## config.mk

```make
export PLATFORM = sky130hd
export DESIGN_NAME = acquire
export DESIGN_NICKNAME = d
export VERILOG_FILES = /design/src/rtl/acquire.sv
export SDC_FILE = /design/constraint.sdc
export NUM_CORES = 1
export LEC_CHECK = 0
export BUFFER_PORTS_ARGS = -buffer_cell sky130_fd_sc_hd__buf_4
export CORE_UTILIZATION = 40
export DETAILED_ROUTE_END_ITERATION = 8
export PLACE_DENSITY = 0.6
export SLEW_MARGIN = 20
export SYNTH_ARGS = -nofsm -noshare
export SYNTH_HDL_FRONTEND = slang
export SYNTH_SLANG_ARGS = --single-unit
```

## constraint.sdc

```tcl
create_clock -name clk -period 2.04 [get_ports clk]
set_input_delay 0.408 -clock clk [delete_from_list [all_inputs] [get_ports clk]]
set_output_delay 0.408 -clock clk [all_outputs]
set_load 0.005 [all_outputs]
```

## src/rtl/acquire.sv

```systemverilog
// ---------------------------------------------------------------------------
// acquire -- sample-capture engine for the logic analyser.
//
// Once grant_acq is seen high, the block copies one ADC sample per enabled
// cycle into the capture RAM at sequential addresses. After RAM_SIZE writes it
// raises done_acq and holds it until grant_acq is withdrawn. It never
// restarts on its own.
//
// Optional feature macro: ACQ_HALF_RATE_EN
//   defined   : only every second ACQ cycle is enabled, so wr_en pulses once
//               every two clocks. The first ACQ cycle is enabled.
//   undefined : every ACQ cycle is enabled, one sample per clock.
//
// Ports
//   clk          system clock; all state changes on its rising edge
//   rst          asynchronous, active-low reset
//   grant_acq    level grant from the upstream arbiter
//   adc_data     ADC sample, captured on enabled rising edges
//   done_acq     high once RAM_SIZE samples are written, until grant drops
//   wr_addr      RAM write address (low ADDR_W bits of the sample counter)
//   wr_data      RAM write data
//   wr_en        RAM write strobe
//   dbg_state_o  current FSM state, for debug and assertions
//
// RAM handshake: wr_addr, wr_data and wr_en are all registered and valid in
// the same cycle. The RAM takes the write on the next rising edge. There is
// no back-pressure, so each cycle with wr_en high is exactly one write.
// ---------------------------------------------------------------------------
module acquire #(
  parameter int RAM_SIZE = 1024,
  parameter int ADDR_W   = 10,
  parameter int DATA_W   = 8
) (
  input  logic              clk,
  input  logic              rst,
  input  logic              grant_acq,
  input  logic [DATA_W-1:0] adc_data,
  output logic              done_acq,
  output logic [ADDR_W-1:0] wr_addr,
  output logic [DATA_W-1:0] wr_data,
  output logic              wr_en,
  output logic [1:0]        dbg_state_o
);

  // One extra counter bit, so the count can reach RAM_SIZE without wrapping.
  localparam int CNT_W = $clog2(RAM_SIZE) + 1;
  localparam logic [CNT_W-1:0] LAST_CNT = CNT_W'(RAM_SIZE - 1);

  localparam logic [1:0] S_IDLE = 2'd0;
  localparam logic [1:0] S_ACQ  = 2'd1;
  localparam logic [1:0] S_DONE = 2'd2;

  logic [1:0]        state_q, state_d;
  logic [CNT_W-1:0]  cnt_q, cnt_d;
  logic [ADDR_W-1:0] addr_q, addr_d;
  logic [DATA_W-1:0] data_q, data_d;
  logic              wr_en_q, wr_en_d;
  logic              done_q, done_d;
  logic              sample_en;

`ifdef ACQ_HALF_RATE_EN
  // phase_q is 0 on enabled ACQ cycles. It is cleared on entry to ACQ, so
  // the first ACQ cycle is always enabled.
  logic phase_q, phase_d;
  assign sample_en = ~phase_q;
`else
  assign sample_en = 1'b1;
`endif

  always_comb begin
    state_d = state_q;
    cnt_d   = cnt_q;
    addr_d  = addr_q;
    data_d  = data_q;
    wr_en_d = 1'b0;
    done_d  = done_q;
`ifdef ACQ_HALF_RATE_EN
    phase_d = phase_q;
`endif
    case (state_q)
      S_IDLE: begin
        done_d = 1'b0;
        if (grant_acq) begin
          state_d = S_ACQ;
          cnt_d   = '0;
          addr_d  = '0;
`ifdef ACQ_HALF_RATE_EN
          phase_d = 1'b0;
`endif
        end
      end
      S_ACQ: begin
        if (!grant_acq) begin
          // Abort: leave address and data as they are, and never flag done.
          state_d = S_IDLE;
          done_d  = 1'b0;
        end else begin
`ifdef ACQ_HALF_RATE_EN
          phase_d = ~phase_q;
`endif
          if (sample_en) begin
            data_d  = adc_data;
            wr_en_d = 1'b1;
            // The address wraps naturally because only the low bits are kept.
            addr_d  = ADDR_W'(cnt_q);
            cnt_d   = cnt_q + CNT_W'(1);
            if (cnt_q == LAST_CNT) state_d = S_DONE;
          end
        end
      end
      S_DONE: begin
        if (!grant_acq) begin
          state_d = S_IDLE;
          done_d  = 1'b0;
        end else begin
          done_d = 1'b1;
        end
      end
      default: begin
        state_d = S_IDLE;
        done_d  = 1'b0;
      end
    endcase
  end

  always_ff @(posedge clk or negedge rst) begin
    if (!rst) begin
      state_q <= S_IDLE;
      cnt_q   <= '0;
      addr_q  <= '0;
      data_q  <= '0;
      wr_en_q <= 1'b0;
      done_q  <= 1'b0;
`ifdef ACQ_HALF_RATE_EN
      phase_q <= 1'b0;
`endif
    end else begin
      state_q <= state_d;
      cnt_q   <= cnt_d;
      addr_q  <= addr_d;
      data_q  <= data_d;
      wr_en_q <= wr_en_d;
      done_q  <= done_d;
`ifdef ACQ_HALF_RATE_EN
      phase_q <= phase_d;
`endif
    end
  end

  assign wr_addr     = addr_q;
  assign wr_data     = data_q;
  assign wr_en       = wr_en_q;
  assign done_acq    = done_q;
  assign dbg_state_o = state_q;

endmodule

```

# Word-level counts from Yosys, hierarchy flattened
# Index checks and enable logic that the tools add are counted.
[classes] muxes=15 eq_ne=8 reduce_logical=5 add_sub_neg=1
[op_table] operator="$mux W11" count=2
[op_table] operator="$pmux W11 S2" count=1
[op_table] operator="$mux W10" count=2
[op_table] operator="$pmux W10 S2" count=1
[op_table] operator="$add A11 B1 Y11 const B" count=1
[op_table] operator="$eq A11 B10 Y1 const B" count=1
[op_table] operator="$mux W2" count=4
[op_table] operator="$ne A2 B2 Y1 const B" count=4
[op_table] operator="$pmux W2 S3" count=1
[op_table] operator="$reduce_and A3 Y1" count=2
[op_table] operator="$mux W1" count=3
[op_table] operator="$ne A3 B3 Y1 const B" count=1
[op_table] operator="$eq A2 B1 Y1 const B" count=1
[op_table] operator="$eq A2 B2 Y1 const B" count=1
[op_table] operator="$logic_not A2 Y1" count=1
[op_table] operator="$pmux W1 S2" count=1
[op_table] operator="$reduce_and A2 Y1" count=1
[op_table] operator="$reduce_bool A2 Y1" count=1
[totals] input_bits=11 out_inout_bits=22 ff_bits=33 wordCells=35

# Longest topological paths before layout
[logic_depth] ltp_word=4 mapped_depth=6 mapped_depth_nobuf=4

# Worst setup path before layout
# Ideal clock, no wire load.
[synth_timing] path_kind="flip-flop to flip-flop" startpoint="reg cnt_q[0]" endpoint="reg cnt_q[10]" setup_time_ps=94 synth_period_minus_slack_ps=1544 path_slack_ps=496 required_ps=1946 path_buffers=0 t_arrival_ps=1450 path_stages_with_launch=5 path_cell_list="dfrtp_1 > ha_1 > nand4_2 > or4_1 > a211oi_1"
[synth_between] elab_chain_len=3
[synth_rtl] item="start: declaration" line="54" rtl="logic [CNT_W-1:0] cnt_q, cnt_d;"
[synth_rtl] item="start signal: assignment" line="139" rtl="cnt_q <= cnt_d;"
[synth_rtl] item="$add A11 B1 Y11" line="106" rtl="cnt_d = cnt_q + CNT_W'(1);"
[synth_rtl] item="$mux W11" line="93" rtl="if (!grant_acq) begin"
[synth_rtl] item="$pmux W11 S2" line="80" rtl="case (state_q)"
# Every way passes these cells. The select of a mux whose other input is x is not followed.
# A chain may end at the register's enable or synchronous reset.

# Final worst setup path
# Ends and elaborated chain as after synthesis.

==> impl_metrics.py <==
metrics = {
    "critical_path": {
        "cp_slowest_stage_delay_ns": 0.54,
        "crit_type": "register to register",
        "r2r_start": "cnt_q[0]",
        "ff2ff_setup_slack_ns": 0.29,
        "end_kind": "register",
        "startpoint_type": "register",
        "critical_path_peak_fanout": 6,
        "crit_start": "cnt_q[0]",
        "cp_num_buf_inv": 0,
        "r2r_cells": 4,
        "endpoint": "cnt_q[10]",
        "cp.required_ns": 2.28,
        "r2r-end": "cnt_q[10]",
        "crit_arrival_ns": 1.99,
        "path_cells": "ha_1 -> nand4_2 -> or4_1 -> a211oi_1",
        "cp.depth": 4,
        "path_delay_family": "simple AND/OR/NAND/NOR gates",
        "crit_slowest_cell": "or4_1",
    },
    "route": {
        "ant_nets": 0,
        "viasPerCell": 5.09,
        "drtIter0Drc": 17,
        "dr.pass1.iters": 4,
        "wl_um": 2890,
        "post-route-drc-count": 0,
        "vias": 1130,
        "wire_per_inst_um": 13.0,
    },
    "clock_tree": {
        "cts_resized": 0,
        "cts-root-buf": "clkbuf_4",
        "clk_path_buf_depth": 2,
        "path_clk_slew_ns": 0.09,
        "cts.sinks": 33,
        "clkLatencyLatePin_ns": 0.33,
        "h-tree-depth": 2,
        "cts_hold_buf": 0,
        "cts_setup_buffers": 0,
        "numCtsBuffers": 5,
        "cts_tree": "built",
    },
    "timing": {
        "setup_ws_ns": 0.293,
        "fin_setup_tns_ns": 0,
        "period_share_pct": 85.6,
        "slew_headroom_pct": 69.1,
        "worst-slew-pin-transition_ns": 0.463,
        "maxSlewViolCount": 0,
        "period_needed_ns": 1.75,
        "finalHoldViolCount": 0,
        "rsz0062_at_grt": "false",
        "fin_worst_skew_ns": 0.00442,
        "fmax_mhz": 572,
        "setup_violations": 0,
    },
    "global_routing": {
        "grt_max_degree": 34,
        "grt_pass1_wl_um": 4970,
        "grt.overflow.total": 0,
        "grt_usage_pct": 16.4,
        "antenna_found_initial": 0,
        "grt_pass1_vias": 1121,
    },
    "placed_design": {
        "pre_cts_ws_ns": 0.335,
        "place_area_um2": 1750,
        "numPortBuffers": 32,
        "gp_congestion": 0.781,
        "hpwlAfterDp_um": 2000,
    },
    "final_layout": {
        "fill_cells": 345,
        "final_layout_size_suffix_gt1_share_pct": 28.4,
        "fin_area_um2": 1800,
        "finish.net_count": 188,
        "syn2layout_area_growth_pct": 22.6,
        "num_antenna_cells": 0,
        "post-route-util_pct": 52.7,
    },
    "yosys": {
        "synth_top_area_cell": "dfrtp_1",
        "ys_async_sr_fraction_pct": 100,
        "synth_warnings": 0,
        "synth_cells": 143,
        "synth-seq-area-share_pct": 56.2,
        "synth-seq-cells": 33,
        "synth_area_leaders": "dfrtp_1 (56%), nand2_1 (7.1%), mux2_2 (6.1%)",
        "syn_nets": 155,
        "syn_area_per_cell_um2": 10.3,
        "synth_edf_count": 0,
        "syn_area_um2": 1470,
        "yosysMostFrequentCell": "dfrtp_1",
        "synth_top_area_share_pct": 56.2,
        "synth_common_cells": "dfrtp_1 (33), nand2_1 (28), o21ai_0 (17), mux2_2 (8)",
        "ys.flop_type": "dfrtp_1",
        "ys_types": 33,
    },
    "floorplanning": {
        "die_area_um2": 3920,
        "die_h_um": 62.6,
        "die_w_um": 62.6,
        "start_util_pct": 43.0,
        "rows": 21,
        "core_area_um2": 3420,
        "ios": 33,
    },
    "power_and_ir_drop": {
        "ir_drop_mv": 0.368,
        "p_leak_uw": 0.000809,
        "power_density_nw_per_um2": 711,
    },
    "outcome": {
        "status": "complete, no violations",
    },
    "min_path": {
        "hp-class": "primary input to async pin",
    },
    "run": {
        "cap_violations": 0,
    },
}
flip-flops by register name (all words and copies together) (netlist names):
register     flops
wr_data          8
cnt_q           11
wr_en            1
done_acq         1
wr_addr         10
dbg_state_o      2
cells in the final DEF (no fill, tap or decap), drive strengths merged, types with 3 or more instances in the layout:
master  instances
buf            35
dfrtp          33
nand2          28
o21ai          17
mux2            8
clkbuf          7
nor2            5
a21oi           5
nor4            4
inv             3
nand3           3
or4             3
mux2i           3
layout make-up:
cell class	instances	area, um^2	share of cell area (%)
inverters	3	11.3	0.625
well taps	46	57.6	3.19
clock buffers	7	55.1	3.06
flip-flops and latches	33	826	45.8
multi-input cells	98	589	32.7
repair buffers	35	263	14.6
logic make-up (layout without fill, tap and decap cells):
logic type	count (synthesis)	after routing	synth area share [%]
AND/OR/NAND/NOR	56	56	19.2
flip-flops	33	33	56.2
adder cells (fa/ha/maj)	1	1	0.851
AO/OA/AOI/OAI	30	30	11.8
buffers and inverters	12	45	3.74
multiplexers	11	11	8.17
worst reg2reg max path, delay by kind of cell, from the launching register on:
family,cells,cell delay [ns]
AO/OA/AOI/OAI,1,0.24
adder cells (fa/ha/maj),1,0.27
flip-flops,1,0.41
AND/OR/NAND/NOR,2,0.74
how the worst min path moves through the flow:
stage / end / slack, ns
after floorplan: cnt_q[0] / 0.11
after global placement: cnt_q[9] / 0.37
after detailed placement: cnt_q[8] / 0.38
after CTS: wr_addr[6] / 0.02
after global routing: wr_addr[6] / 0.03
final: cnt_q[9] / 0.01
per-stage QoR:
stage | total power (uW) | hold WS (ns) | cells
final | 1280 | 0.0102 | 222
after global routing | 1360 | 0.0296 | 222
after detailed placement | 933 | 0.384 | 215
after floorplan | 835 | 0.112 | 143
after global placement | 925 | 0.369 | 215
after CTS | 1300 | 0.0174 | 222
layer usage:
metal,GRT usage (%),wire (um),vias to the layer above
met5,0,0,-
met4,7.85,78,0
met3,4.93,112,11
met2,26.2,1320,24
met1,20.3,1380,524
li1,-,-,571
power breakdown:
| group | switching, uW | internal [uW] |
|---|---|---|
| sequential | 41.3 | 702 |
| clock | 201 | 163 |
| combinational | 75.1 | 97.9 |
No activity file was read; power rests on OpenSTA's default activity.
